$ cat src/rtl/pc_fetch_ctrl_pkg.sv
// Shared definitions for the instruction-fetch sequencer: next-PC op
// encodings, fetch FSM states and the default reset PC.
package pc_fetch_ctrl_pkg;

  localparam logic [1:0] NPC_SEQ  = 2'd0;
  localparam logic [1:0] NPC_REL  = 2'd1;
  localparam logic [1:0] NPC_JALR = 2'd2;

  localparam logic [31:0] RESET_PC_DEFAULT = 32'h0000_0000;

  typedef enum logic [1:0] {
    S_IDLE,
    S_FETCH,
    S_DRAIN,
    S_HALT
  } fetch_state_t;

endpackage

$ cat src/rtl/pc_fetch_ctrl_npc_target.sv
// Combinational redirect target: pc-relative (jal/branch) or register-based
// (jalr, bit 0 cleared). Flags whether the op requests a redirect at all.
module npc_target
  import pc_fetch_ctrl_pkg::*;
(
  input  logic [1:0]  npc_op,
  input  logic [31:0] ex_pc,
  input  logic [31:0] imm,
  input  logic [31:0] base,
  output logic [31:0] target,
  output logic        is_redirect
);

  logic [31:0] rel_sum;
  logic [31:0] jalr_sum;

  always_comb begin
    rel_sum     = ex_pc + imm;
    jalr_sum    = (base + imm) & ~32'd1;
    target      = rel_sum;
    is_redirect = 1'b0;
    case (npc_op)
      NPC_REL: begin
        target      = rel_sum;
        is_redirect = 1'b1;
      end
      NPC_JALR: begin
        target      = jalr_sum;
        is_redirect = 1'b1;
      end
      NPC_SEQ: begin
        target      = rel_sum;
        is_redirect = 1'b0;
      end
      default: begin
        target      = rel_sum;
        is_redirect = 1'b0;
      end
    endcase
  end

endmodule

$ cat src/rtl/pc_fetch_ctrl.sv
// Instruction-fetch sequencer: owns the PC, drives the req/ack imem port and
// presents one instruction at a time to decode, applying execute redirects.
module pc_fetch_ctrl
  import pc_fetch_ctrl_pkg::*;
#(
  parameter logic [31:0] RESET_PC = RESET_PC_DEFAULT
) (
  input  logic        clk,
  input  logic        rst,
  input  logic        stall,
  input  logic        npc_valid,
  input  logic [1:0]  npc_op,
  input  logic [31:0] ex_pc,
  input  logic [31:0] imm,
  input  logic [31:0] base,
  output logic        imem_req,
  output logic [31:0] imem_addr,
  input  logic        imem_ack,
  input  logic [31:0] imem_rdata,
  output logic        inst_valid,
  output logic [31:0] inst,
  output logic [31:0] inst_pc,
  output logic [31:0] inst_pc4,
  output logic        misalign
);

  fetch_state_t state;
  fetch_state_t state_nxt;

  logic [31:0] pc;
  logic        pending;
  logic [31:0] held_addr;

  logic [31:0] target;
  logic        op_redirect;
  logic        slot_free;
  logic        redirect;
  logic        bad_target;
  logic        load;

  npc_target u_npc_target (
    .npc_op      (npc_op),
    .ex_pc       (ex_pc),
    .imm         (imm),
    .base        (base),
    .target      (target),
    .is_redirect (op_redirect)
  );

  always_comb begin
    slot_free  = !inst_valid || !stall;
    redirect   = npc_valid && op_redirect &&
                 ((state == S_FETCH) || (state == S_DRAIN));
    bad_target = redirect && target[1];
    load       = imem_req && imem_ack && (state == S_FETCH) && !redirect;
  end

  always_ff @(posedge clk or posedge rst) begin
    if (rst) state <= S_IDLE;
    else     state <= state_nxt;
  end

  always_comb begin
    state_nxt = state;
    case (state)
      S_IDLE:  state_nxt = S_FETCH;
      S_FETCH: begin
        if (bad_target)                              state_nxt = S_HALT;
        else if (redirect && imem_req && !imem_ack)  state_nxt = S_DRAIN;
      end
      S_DRAIN: begin
        if (bad_target)    state_nxt = S_HALT;
        else if (imem_ack) state_nxt = S_FETCH;
      end
      S_HALT:  state_nxt = S_HALT;
      default: state_nxt = S_IDLE;
    endcase
  end

  // A raised request is held (with its address) until ack in every state,
  // so a new request is only opened from FETCH when the slot can take it.
  always_comb begin
    imem_req  = 1'b0;
    imem_addr = pending ? held_addr : pc;
    case (state)
      S_FETCH: imem_req = pending || slot_free;
      S_DRAIN: imem_req = pending;
      S_HALT:  imem_req = pending;
      default: imem_req = 1'b0;
    endcase
  end

  always_ff @(posedge clk or posedge rst) begin
    if (rst) begin
      pc         <= RESET_PC;
      pending    <= 1'b0;
      held_addr  <= RESET_PC;
      inst_valid <= 1'b0;
      inst       <= '0;
      inst_pc    <= '0;
      inst_pc4   <= '0;
      misalign   <= 1'b0;
    end else begin
      pending  <= imem_req && !imem_ack;
      misalign <= bad_target;
      if (imem_req) held_addr <= imem_addr;

      if (redirect)  pc <= target;
      else if (load) pc <= pc + 32'd4;

      if (redirect || (state == S_HALT)) begin
        inst_valid <= 1'b0;
      end else if (load) begin
        inst_valid <= 1'b1;
        inst       <= imem_rdata;
        inst_pc    <= pc;
        inst_pc4   <= pc + 32'd4;
      end else if (inst_valid && !stall) begin
        inst_valid <= 1'b0;
      end
    end
  end

endmodule

$ cat config.mk
export PLATFORM = sky130hd
export DESIGN_NAME = pc_fetch_ctrl
export DESIGN_NICKNAME = d
export VERILOG_FILES = /design/src/rtl/pc_fetch_ctrl_pkg.sv /design/src/rtl/pc_fetch_ctrl_npc_target.sv /design/src/rtl/pc_fetch_ctrl.sv
export SDC_FILE = /design/constraint.sdc
export NUM_CORES = 1
export LEC_CHECK = 0
export ABC_AREA = 1
export BUFFER_PORTS_ARGS = -buffer_cell sky130_fd_sc_hd__buf_2
export CAP_MARGIN = 20
export CORE_MARGIN = 10
export CORE_UTILIZATION = 57
export CTS_CLUSTER_DIAMETER = 60
export CTS_CLUSTER_SIZE = 20
export DETAILED_ROUTE_END_ITERATION = 7
export MAX_ROUTING_LAYER = met4
export PLACE_DENSITY = 0.89
export SKIP_CTS_REPAIR_TIMING = 1
export SLEW_MARGIN = 5
export SYNTH_ARGS = -nofsm -noshare
export SYNTH_HDL_FRONTEND = slang
export SYNTH_HIERARCHICAL = 1
export SYNTH_SLANG_ARGS = --single-unit
$ cat constraint.sdc
create_clock -name clk -period 6.6 [get_ports clk]
set_input_delay 0.66 -clock clk [delete_from_list [all_inputs] [get_ports clk]]
set_output_delay 0.66 -clock clk [all_outputs]
set_load 0.1 [all_outputs]
# --- After elaboration in Yosys (flattened, before gate mapping) ---
# Cells that the tools add are included.
# Widths: inputs -> output; s select.
totals:
  register_bits: 165
  input_bits: 135
op_classes:
  eq_ne: 7
  addsub: 3
  n_mux: 14
  bitwise_logic: 1
  n_reduce_logical: 25
op_table:
  columns: ["cell", "count"]
  rows:
  - ["$mux 32", 4]
  - ["$add 32x32->32", 2]
  - ["$add 32x3->32 const B", 1]
  - ["$logic_and 1x1->1", 10]
  - ["$mux 2", 4]
  - ["$pmux 2 s4", 1]
  - ["$eq 2x2->1 const B", 3]
  - ["$eq 2x1->1 const B", 2]
  - ["$logic_not 1->1", 4]
  - ["$logic_or 1x1->1", 4]
  - ["$mux 1", 4]
  - ["$reduce_and 2->1", 2]
  - ["$reduce_or 2->1", 2]
  - ["$ne 3x2->1 const B", 1]
  - ["$ne 3x3->1 const B", 1]
  - ["$reduce_bool 3->1", 1]
  - ["$logic_not 2->1", 1]
  - ["$pmux 1 s2", 1]
  - ["$reduce_bool 2->1", 1]
  - ["$not 1->1", 1]

# --- Logic depth before layout (Yosys ltp) ---
# Gate-level depths: netlist of the first run.
depth:
  ltp_word: 10
  depth_mapped: 18

# --- Cells and area by module ---
# The synthesis of the first run kept the hierarchy.
modules_own_cells:
  columns: ["mod", "instances", "area_per_inst_um2", "seq_area_each_um2", "cells_each"]
  rows:
  - ["pc_fetch_ctrl", 1, 7681.1, 4078.9, 1025]
  - ["npc_target", 1, 5058.6, 0.0, 1085]

# --- Worst setup path before layout of the first run ---
# Ideal clock, no wire load.
synth_timing:
  path_type: "flip-flop to output port"
  startpoint: "register pending"
  endpoint: "output imem_addr[0]"
  arrival_ps: 2795
  stages_incl_launch_ff: 4
  n_path_buf: 1
  slack_ps: 3145
  path_cell_list: "dfrtp_1 -> inv_2 -> clkbuf_1 -> o21ai_0"
synth_via:
  elab_chain_cells: 1
synth_rtl:
  columns: ["element", "line_no", "text"]
  rows:
  - ["start: declaration", "pc_fetch_ctrl.sv:31", "logic pending;"]
  - ["start signal: assignment", "pc_fetch_ctrl.sv:104", "pending <= imem_req && !imem_ack;"]
  - ["$mux 32", "pc_fetch_ctrl.sv:84", "imem_addr = pending ? held_addr : pc;"]
  - ["end: declaration", "pc_fetch_ctrl.sv:17", "output logic [31:0] imem_addr,"]
# No other way between the ends.

# --- Final worst setup path of the first run ---
layout_timing:
  startpoint: "register state[0]"
  endpoint: "output imem_req"
layout_via:
  elab_chain_cells: 3
  word_cells_on_any_way: 5
  cone_classes: "3 x eq/ne; 1 x mux; 1 x reduce/logical"
layout_rtl:
  columns: ["element", "line_no", "text"]
  rows:
  - ["start: declaration", "pc_fetch_ctrl.sv:27", "fetch_state_t state;"]
  - ["start signal: assignment", "pc_fetch_ctrl.sv:60", "else state <= state_nxt;"]
  - ["$eq 2x2->1", "pc_fetch_ctrl.sv:85", "case (state)"]
  - ["$reduce_or 2->1 (no source line)", null, null]
  - ["$pmux 1 s2 *", "pc_fetch_ctrl.sv:85", null]
  - ["end: declaration", "pc_fetch_ctrl.sv:16", "output logic imem_req,"]
# Mark *: on every way between the ends. The rest lies on a longest branch, timed or not.

==> summary.md, run 1 <==
| Metric | Value |
|---|---|
| Slew Viols, Final | 0 |
| Most common cell after layout, fill and taps aside | nand2_1 |
| Avg Cell Area, Syn | 6.04 um2 |
| Sink Count | 163 |
| R2r startpoint | state[0] |
| Setup Skew | 0.0109 ns |
| # H-tree levels | 4 |
| DR vias | 14,200 |
| Final net count | 2,553 |
| Area of the mapped netlist | 12,700 um2 |
| DRC | 0 |
| Synth area leader | dfrtp_1 |
| Synthesis warning total | 6 |
| Sequential share of the synthesized area | 32.0% |
| Gpl congestion | 0.993 |
| Vias per cell | 5.37 |
| Final cell count without fillers | 2,642 |
| Crit. Startpoint | state[0] |
| Crit. End Element | primary output |
| Ports | 266 |
| Hold WC Path Type | in -> async |
| Leak | 9.00 nW |
| Commonest non-fill, non-tap cells in the layout | nand2_1, inv_1, buf_2 |
| Total of max-cap violations | 0 |
| CTS tree | done |
| # rows | 54 |
| DR WL/cell | 15.6 um |
| Layout filler cell count | 1,968 |
| Flops & latches, synth | 163 |
| Die area | 28,700 um2 |
| CTS buffer count | 17 |
| Post-Layout Inst Area | 14,800 um2 |
| Final Setup Violations | 0 |
| Critical path required time | 5.94 ns |
| EDFF count, synth | 0 |
| CP max FO | 41 |
| Clock Tree Buf Depth | 2 |
| Cell Pwr Density | 492 nW/um2 |
| WS Path Type | reg -> out |
| Area of the multi-input gates | 7260 um2 |
| Synth top area share | 32.0% |
| Area growth syn-to-layout | 16.4% |
| Die H | 170 um |
| Critical Path AT | 3.58 ns |
| Drt pass-1 iters | 6 |
| Worst-margin pin slew | 0.937 ns |
| Tot GR Track Use | 28.4% |
| Starting Density | 58.2% |
| FF/Latch Area | 4080 um2 |
| Die Wd | 170 um |
| Post-route ant nets | 0 |
| Port Buffers | 265 |
| Initial antenna violation count | 0 |
| Syn nets | 2,314 |
| FFs w/ async S/R, synth | 100% |
| Status | finished clean |
| Maximum vdd drop | 0.000386 V |
| GRT Residual Overflow | 0 |
| Hpwl dp | 32,700 um |
| CTS root buffer | clkbuf_16 |
| Tcrit/Tclk final | 64.3% |
| Dpl cells | 2,610 |
| Post-Route WL | 41,200 um |
| Slew HR | 37.3% |
| CP Launch Type | register |
| Primary FF master, synth | dfrtp_1 |
| Post-route minimum period | 4.24 ns |
| Fmax | 236 MHz |
| First-pass GRT wire length | 65,400 um |
| TNS Setup | 0 ns |
| Initial detailed-routing violation count | 1,528 |
| Worst-Skew Late Latency | 0.43 ns |
| Largest cells by area after synthesis | dfrtp_1, nand2_1, inv_1 |
| Clock transition at path regs | 0.07 ns |
| RSZ-0062 raised after global routing | false |
| Synthesized instance count | 2,110 |
| Pin count of the biggest net entering global routing | 99 |
| Vias in the first global route | 13,300 |
| Fin. Hold Viols | 0 |
| Ant diodes | 0 |
| Yosys cell types | 36 |
| Core Region | 21,900 um2 |
| Post-DP Area | 14,200 um2 |
| Share of cells above drive strength 1 | 14.0% |
-- power by group --
group / internal [W] / switching (W)
combinational: 0.000752 / 0.00380
clock: 0.000607 / 0.000431
sequential: 0.00139 / 0.000323
-- path summary, 6_finish.rpt --
kind | endpoint | slack (ns) | depth (start not counted)
worst max-delay path | imem_req | 2.36 | 6
worst min-delay path | inst[17] | 0.41 | 2
worst max register to register | inst_pc[15] | 2.79 | 10
worst min register to register | inst[23] | 0.47 | 2
max in group asynchronous | inst_pc4[16] | 4.78 | 3
min in group clk | inst[14] | 0.43 | 3
-- per-layer routing --
metal	up-vias	GRT usage, %	share of wire [%]	wire length, um
li1	6935	-	-	-
met1	6429	34.4	39	16300
met2	724	47.8	49	20100
met3	89	4.75	9.3	3840
met4	0	7.69	2.4	995
met5	-	-	0	0
-- cell usage after synthesis (2+ instances only) --
cell      count
a21boi_0      2
a21oi_1      55
dfrtp_1     163
o21ai_0      88
inv_1       299
a21o_1        3
nand3_1     126
clkbuf_1     23
nor2_2        3
nand3_2       4
buf_1         2
inv_2         4
o21ai_1      22
ha_1         67
buf_6         5
nand2_2      13
nor3_1        6
xor2_1       15
buf_4         2
nand4_1       8
nor2_1      135
nand2_1    1018
xnor2_1       5
fa_1          2
and3_1        2
nand3b_1      7
buf_2        18
o21bai_1      5
-- worst max-delay path, cell delays in order, from the launching register on --
cell,delay [ns]
dfrtp_1,0.43
ha_1,0.47
nor2_1,0.14
a21oi_1,0.20
nand2_1,0.58
inv_2,0.77
buf_2,0.55
-- registers in the layout, indices dropped and copies added, names as in the netlist --
register	flops
state	2
pc	32
inst	32
inst_pc	32
inst_valid	1
misalign	1
inst_pc4	30
pending	1
held_addr	32
-- kinds of logic after synthesis --
logic type	share of synthesized area, %
flip-flops	32.0
adder cells (fa/ha/maj)	6.89
buffers and inverters	11.0
XOR/XNOR	1.37
AND/OR/NAND/NOR	41.5
AO/OA/AOI/OAI	7.20
-- per-stage QoR --
stage / total power [W] / hold WS (ns) / setup WS, ns / utilization, %
2_1_floorplan: 0.00535 / 0.449 / 1.54 / -
6_report: 0.00730 / 0.411 / 2.36 / 67.7
5_1_grt: 0.00764 / 0.428 / 2.16 / 67.7
4_1_cts: 0.00728 / 0.416 / 2.44 / 67.7
3_5_place_dp: 0.00622 / 0.453 / 2.62 / 64.9
3_3_place_gp: 0.00613 / 0.449 / 2.77 / 64.9
-- final cells by class --
cell class              count  area share [%]
multi-input cells        1592            49.0
flip-flops and latches    163            27.5
repair buffers            271            9.25
inverters                 304            7.74
clock buffers              18            2.90
well taps                 280            2.36
clock inverters            14            1.27
(Power assumes the default switching activity.)
==> inputs of run 2 (changes only) <==
--- a/config.mk
+++ b/config.mk
@@ -9,12 +9,12 @@
 export BUFFER_PORTS_ARGS = -buffer_cell sky130_fd_sc_hd__buf_2
 export CAP_MARGIN = 20
 export CORE_MARGIN = 10
-export CORE_UTILIZATION = 57
+export CORE_UTILIZATION = 51
 export CTS_CLUSTER_DIAMETER = 60
 export CTS_CLUSTER_SIZE = 20
 export DETAILED_ROUTE_END_ITERATION = 7
 export MAX_ROUTING_LAYER = met4
-export PLACE_DENSITY = 0.89
+export PLACE_DENSITY = 0.84
 export SKIP_CTS_REPAIR_TIMING = 1
 export SLEW_MARGIN = 5
 export SYNTH_ARGS = -nofsm -noshare
==> constraint.sdc (replaced) <==
create_clock -name clk -period 3.64 [get_ports clk]
set_input_delay 0.364 -clock clk [delete_from_list [all_inputs] [get_ports clk]]
set_output_delay 0.364 -clock clk [all_outputs]
set_load 0.1 [all_outputs]
==> summary.md, run 2 (same netlist as run 1, synthesis figures left out) <==
| Metric | Value |
|---|---|
| Status | finished clean |
| DRC | 0 |
| Fmax | 361 MHz |
| DR vias | 14,000 |
| RSZ-0062 raised after global routing | false |
| Critical Path AT | 2.41 ns |
| Slew HR | 34.1% |
| Leak | 9.01 nW |
| CTS tree | done |
| DR WL/cell | 15.8 um |
| Hpwl dp | 34,100 um |
| # rows | 57 |
| Crit. End Element | primary output |
| Pin count of the biggest net entering global routing | 164 |
| Most common cell after layout, fill and taps aside | nand2_1 |
| GRT Residual Overflow | 0 |
| Drt pass-1 iters | 5 |
| Hold WC Path Type | in -> async |
| Vias per cell | 5.21 |
| Clock transition at path regs | 0.07 ns |
| Post-Route WL | 42,500 um |
| Share of cells above drive strength 1 | 14.2% |
| Fin. Hold Viols | 0 |
| Layout filler cell count | 2,353 |
| Crit. Startpoint | state[1] |
| Cell Pwr Density | 882 nW/um2 |
| Total of max-cap violations | 0 |
| Vias in the first global route | 13,400 |
| TNS Setup | 0 ns |
| Tcrit/Tclk final | 76.1% |
| Commonest non-fill, non-tap cells in the layout | nand2_1, inv_1, buf_2 |
| RR Endpoint | inst_pc[10] |
| Tot Pwr | 0.0131 W |
| Maximum vdd drop | 0.00106 V |
| Die Wd | 178 um |
| Worst-margin pin slew | 0.989 ns |
| First-pass GRT wire length | 67,600 um |
| Area growth syn-to-layout | 17.1% |
| Die H | 178 um |
| Tot GR Track Use | 27.0% |
| Port Buffers | 265 |
| Gpl congestion | 0.984 |
| CTS buffer count | 17 |
| Fin util | 61.0% |
| Initial antenna violation count | 0 |
| Sink Count | 163 |
| Setup Skew | 0.00987 ns |
| Die area | 31,700 um2 |
| Worst-Skew Late Latency | 0.43 ns |
| Post-DP Area | 14,300 um2 |
| R2R depth | 11 |
| Final Setup Violations | 0 |
| Critical path required time | 3.28 ns |
| Core Region | 24,500 um2 |
| Starting Density | 52.1% |
| R2r setup slk | 1.00 ns |
| Ant diodes | 0 |
| Clock Tree Buf Depth | 2 |
| CP endpoint | imem_req |
| # H-tree levels | 4 |
| Post-Layout Inst Area | 14,900 um2 |
| Post-route ant nets | 0 |
| Final net count | 2,559 |
| CP max FO | 26 |
| Initial detailed-routing violation count | 1,478 |
| Post-route minimum period | 2.77 ns |
| Ports | 266 |
| CTS root buffer | clkbuf_16 |
| CP Launch Type | register |
| WS Path Type | reg -> out |
| Slew Viols, Final | 0 |
| R2r startpoint | state[1] |
==> run 2: cell types whose count changed in the layout (fill, tap and decap cells not counted) <==
cell,previous run,this run
buf_12,0,3
buf_2,265,264
buf_4,6,10
bufinv_16,3,0
clkinv_8,0,1
clkinvlp_4,3,5
inv_6,6,3
inv_8,2,5
==> run 2: layout make-up <==
class / instances / area [um2] / area share (%)
clock inverters: 14 / 138 / 0.923
inverters: 304 / 1150 / 7.69
clock buffers: 18 / 429 / 2.88
multi-input cells: 1592 / 7260 / 48.7
flip-flops and latches: 163 / 4080 / 27.4
well taps: 324 / 405 / 2.72
repair buffers: 277 / 1460 / 9.77
==> run 2: how the worst min path moves through the flow <==
stage / endpoint / startpoint / cells after the start / slack, ns
after floorplan: pending / imem_ack / 1 / 0.43
after global placement: inst[5] / inst[5] / 2 / 0.45
after detailed placement: inst[26] / inst[26] / 2 / 0.45
after CTS: inst[26] / imem_rdata[26] / 3 / 0.12
after global routing: inst[17] / imem_rdata[17] / 3 / 0.14
final: inst[30] / rst / 3 / 0.09
==> run 2: critical path, cell delays in order, from the launching register on <==
cell,delay (ns)
dfrtp_1,0.41
ha_1,0.46
nor2_1,0.13
a21oi_1,0.19
nand2_1,0.07
buf_4,0.24
inv_2,0.25
buf_12,0.21
==> run 2: stage by stage <==
step	hold WS (ns)	instances	setup slack, ns
3_5_place_dp	0.453	2660	1.05
4_1_cts	0.125	2692	0.902
5_1_grt	0.135	2692	0.712
2_1_floorplan	0.430	2110	0.481
3_3_place_gp	0.449	2660	1.19
6_report	0.0937	2692	0.869
==> run 2: where the power goes <==
part | internal [W] | total [W] | leakage (nW) | switching (W)
registers | 0.00252 | 0.00310 | 2.10 | 0.000585
logic | 0.00141 | 0.00831 | 6.64 | 0.00690
clock network | 0.000909 | 0.00173 | 0.266 | 0.000825
total | 0.00484 | 0.0131 | 9.01 | 0.00831
==> run 2: routing by layer <==
metal | vias up | track usage [%] | wire, um
met4 | 0 | 7.26 | 860
li1 | 6952 | - | -
met3 | 60 | 3.34 | 3620
met1 | 6402 | 34.6 | 18000
met2 | 601 | 44.3 | 20100
met5 | - | - | 0
==> inputs of run 3 (changes only) <==
--- a/config.mk
+++ b/config.mk
@@ -5,16 +5,16 @@
 export SDC_FILE = /design/constraint.sdc
 export NUM_CORES = 1
 export LEC_CHECK = 0
-export ABC_AREA = 1
+export ABC_AREA = 0
 export BUFFER_PORTS_ARGS = -buffer_cell sky130_fd_sc_hd__buf_2
 export CAP_MARGIN = 20
 export CORE_MARGIN = 10
-export CORE_UTILIZATION = 51
+export CORE_UTILIZATION = 55
 export CTS_CLUSTER_DIAMETER = 60
 export CTS_CLUSTER_SIZE = 20
 export DETAILED_ROUTE_END_ITERATION = 7
 export MAX_ROUTING_LAYER = met4
-export PLACE_DENSITY = 0.84
+export PLACE_DENSITY = 0.87
 export SKIP_CTS_REPAIR_TIMING = 1
 export SLEW_MARGIN = 5
 export SYNTH_ARGS = -nofsm -noshare
==> constraint.sdc (replaced) <==
create_clock -name clk -period 2.69 [get_ports clk]
set_input_delay 0.269 -clock clk [delete_from_list [all_inputs] [get_ports clk]]
set_output_delay 0.269 -clock clk [all_outputs]
set_load 0.1 [all_outputs]
==> summary.md, run 3 <==
| Metric | Value |
|---|---|
| Sink Count | 163 |
| Die H | 163 um |
| # rows | 52 |
| RSZ-0062 raised after global routing | true |
| Slew HR | 57.7% |
| Total of max-cap violations | 0 |
| Dpl ws | -0.517 ns |
| Avg Cell Area, Syn | 8.76 um2 |
| Synthesized instance count | 1,286 |
| DRC | 0 |
| Clock Tree Buf Depth | 2 |
| Cell Pwr Density | 421 nW/um2 |
| Ports | 266 |
| Pin count of the biggest net entering global routing | 124 |
| CTS tree | done |
| TNS Setup | 0 ns |
| Worst-Skew Late Latency | 0.42 ns |
| Sequential share of the synthesized area | 36.2% |
| Worst-margin pin slew | 0.630 ns |
| Initial antenna violation count | 2 |
| Tot GR Track Use | 24.9% |
| DR vias | 10,500 |
| # H-tree levels | 4 |
| Flops & latches, synth | 163 |
| Area growth syn-to-layout | 29.5% |
| Hpwl dp | 26,200 um |
| Yosys cell types | 70 |
| Gpl congestion | 0.945 |
| Fin util | 72.3% |
| Die area | 26,600 um2 |
| Leak | 7.48 nW |
| Status | finished clean |
| Vias per cell | 5.54 |
| CTS buffer count | 17 |
| Synthesis warning total | 6 |
| Post-route ant nets | 0 |
| Most common cell after layout, fill and taps aside | nand2_1 |
| Die Wd | 163 um |
| Slew Viols, Final | 0 |
| CTS root buffer | clkbuf_16 |
| First-pass GRT wire length | 53,200 um |
| WS Path Type | in -> reg |
| DR WL/cell | 17.6 um |
| Synth top area share | 36.2% |
| Clock transition at path regs | 0.06 ns |
| Crit. End Element | register |
| Core Region | 20,200 um2 |
| Setup Skew | 0.0140 ns |
| Final net count | 1,821 |
| Final Setup Violations | 0 |
| Drt pass-1 iters | 7 |
| CP max FO | 3 |
| Area of the mapped netlist | 11,300 um2 |
| Post-Route WL | 33,500 um |
| Fmax | 372 MHz |
| Largest cells by area after synthesis | dfrtp_1, nand2_1, ha_1 |
| Post-route minimum period | 2.69 ns |
| Tcrit/Tclk final | 99.9% |
| GRT Residual Overflow | 0 |
| Setup ws final | 0.00358 ns |
| EDFF count, synth | 0 |
| Starting Density | 55.9% |
| Critical path required time | 2.99 ns |
| Most numerous cell in the Yosys netlist | nand2_1 |
| Post-synth top cells | nand2_1, dfrtp_1, o21ai_0, xor2_1, ha_1 |
| Port Buffers | 265 |
| Commonest non-fill, non-tap cells in the layout | nand2_1, buf_2, dfrtp_1 |
| FFs w/ async S/R, synth | 100% |
| Critical Path AT | 2.98 ns |
| Hold WC Path Type | in -> reg |
| Fin. Hold Viols | 0 |
| Initial detailed-routing violation count | 1,013 |
| Vias in the first global route | 10,500 |
| Synth area leader | dfrtp_1 |
| Share of cells above drive strength 1 | 32.9% |
| Syn nets | 1,490 |
| Primary FF master, synth | dfrtp_1 |
| Maximum vdd drop | 0.000428 V |
| CP Launch Type | input pin |
## run 3: cell count changes after synthesis, sizes merged, moves of 34 or more
cell / delta
xnor2: +34
nand3: -92
nor2: -92
xor2: +54
mux2: +65
inv: -277
nand2: -720
## run 3: report_power, final
part,switching (W),internal [W]
logic,0.000733,0.000659
registers,0.00000183,0.00245
clock network,0.00100,0.00129
total,0.00174,0.00440
## run 3: logic make-up after synthesis
| logic type | share of synthesized area (%) |
|---|---|
| and+or+nand+nor | 19.9 |
| muxes | 7.24 |
| xor gates and xnor gates | 8.39 |
| DFF | 36.2 |
| adders and majority gates | 7.79 |
| buffers and inverters | 4.59 |
| AOI/OAI and AO/OA | 15.9 |
## run 3: final cells by class
| type | count | area, um2 |
|---|---|---|
| clock buffer | 19 | 433 |
| sequential | 163 | 4080 |
| tap | 270 | 338 |
| clock inverter | 13 | 126 |
| antenna | 2 | 5.00 |
| inverter | 26 | 101 |
| fill | 1501 | 5580 |
| timing repair buffer | 388 | 2660 |
| multi-input combinational | 1021 | 6850 |
## run 3: worst paths after layout
check | slack (ns) | start | cells after the start | endpoint
min in group asynchronous | 0.50 | rst | 3 | inst[12]
hold reg to reg | 0.47 | inst_pc[28] | 2 | inst_pc[28]
hold / removal | 0.04 | imem_rdata[30] | 3 | inst[30]
setup reg to reg | 0.36 | state[0] | 8 | inst_pc4[26]
setup / recovery | 0.004 | imm[0] | 15 | pc[30]
max in group asynchronous | 1.41 | rst | 4 | held_addr[30]
## run 3: through the flow
step / area [um2] / power [W] / hold slack (ns) / instances
after CTS: 14400 / 0.00610 / -0.0732 / 1896
after detailed placement: 13800 / 0.00381 / 0.378 / 1864
final: 14600 / 0.00614 / 0.0398 / 1902
after global placement: 13800 / 0.00380 / 0.377 / 1864
after global routing: 14600 / 0.00643 / 0.0312 / 1902
after floorplan: 11300 / 0.00329 / 0.335 / 1286
## run 3: layer usage
layer / global-route usage, % / wire length, um / part of all wire, %
met3: 4.35 / 2320 / 6.9
met4: 6.84 / 647 / 1.9
met5: - / 0 / 0
met1: 32.5 / 15000 / 45
met2: 39.3 / 15600 / 46
## run 3: worst max-delay path: stages
cell and delay, ns:
buf_6 0.09, and2_4 0.15, fa_2 0.34, a21o_1 0.22, a2111oi_4 0.33, o211ai_1 0.15, a31o_2 0.29, a211oi_4 0.30
buf_4 0.18, nor2_4 0.04, a311oi_2 0.21, xnor2_1 0.17, mux2i_1 0.11, nand2_1 0.08, o21ai_1 0.06
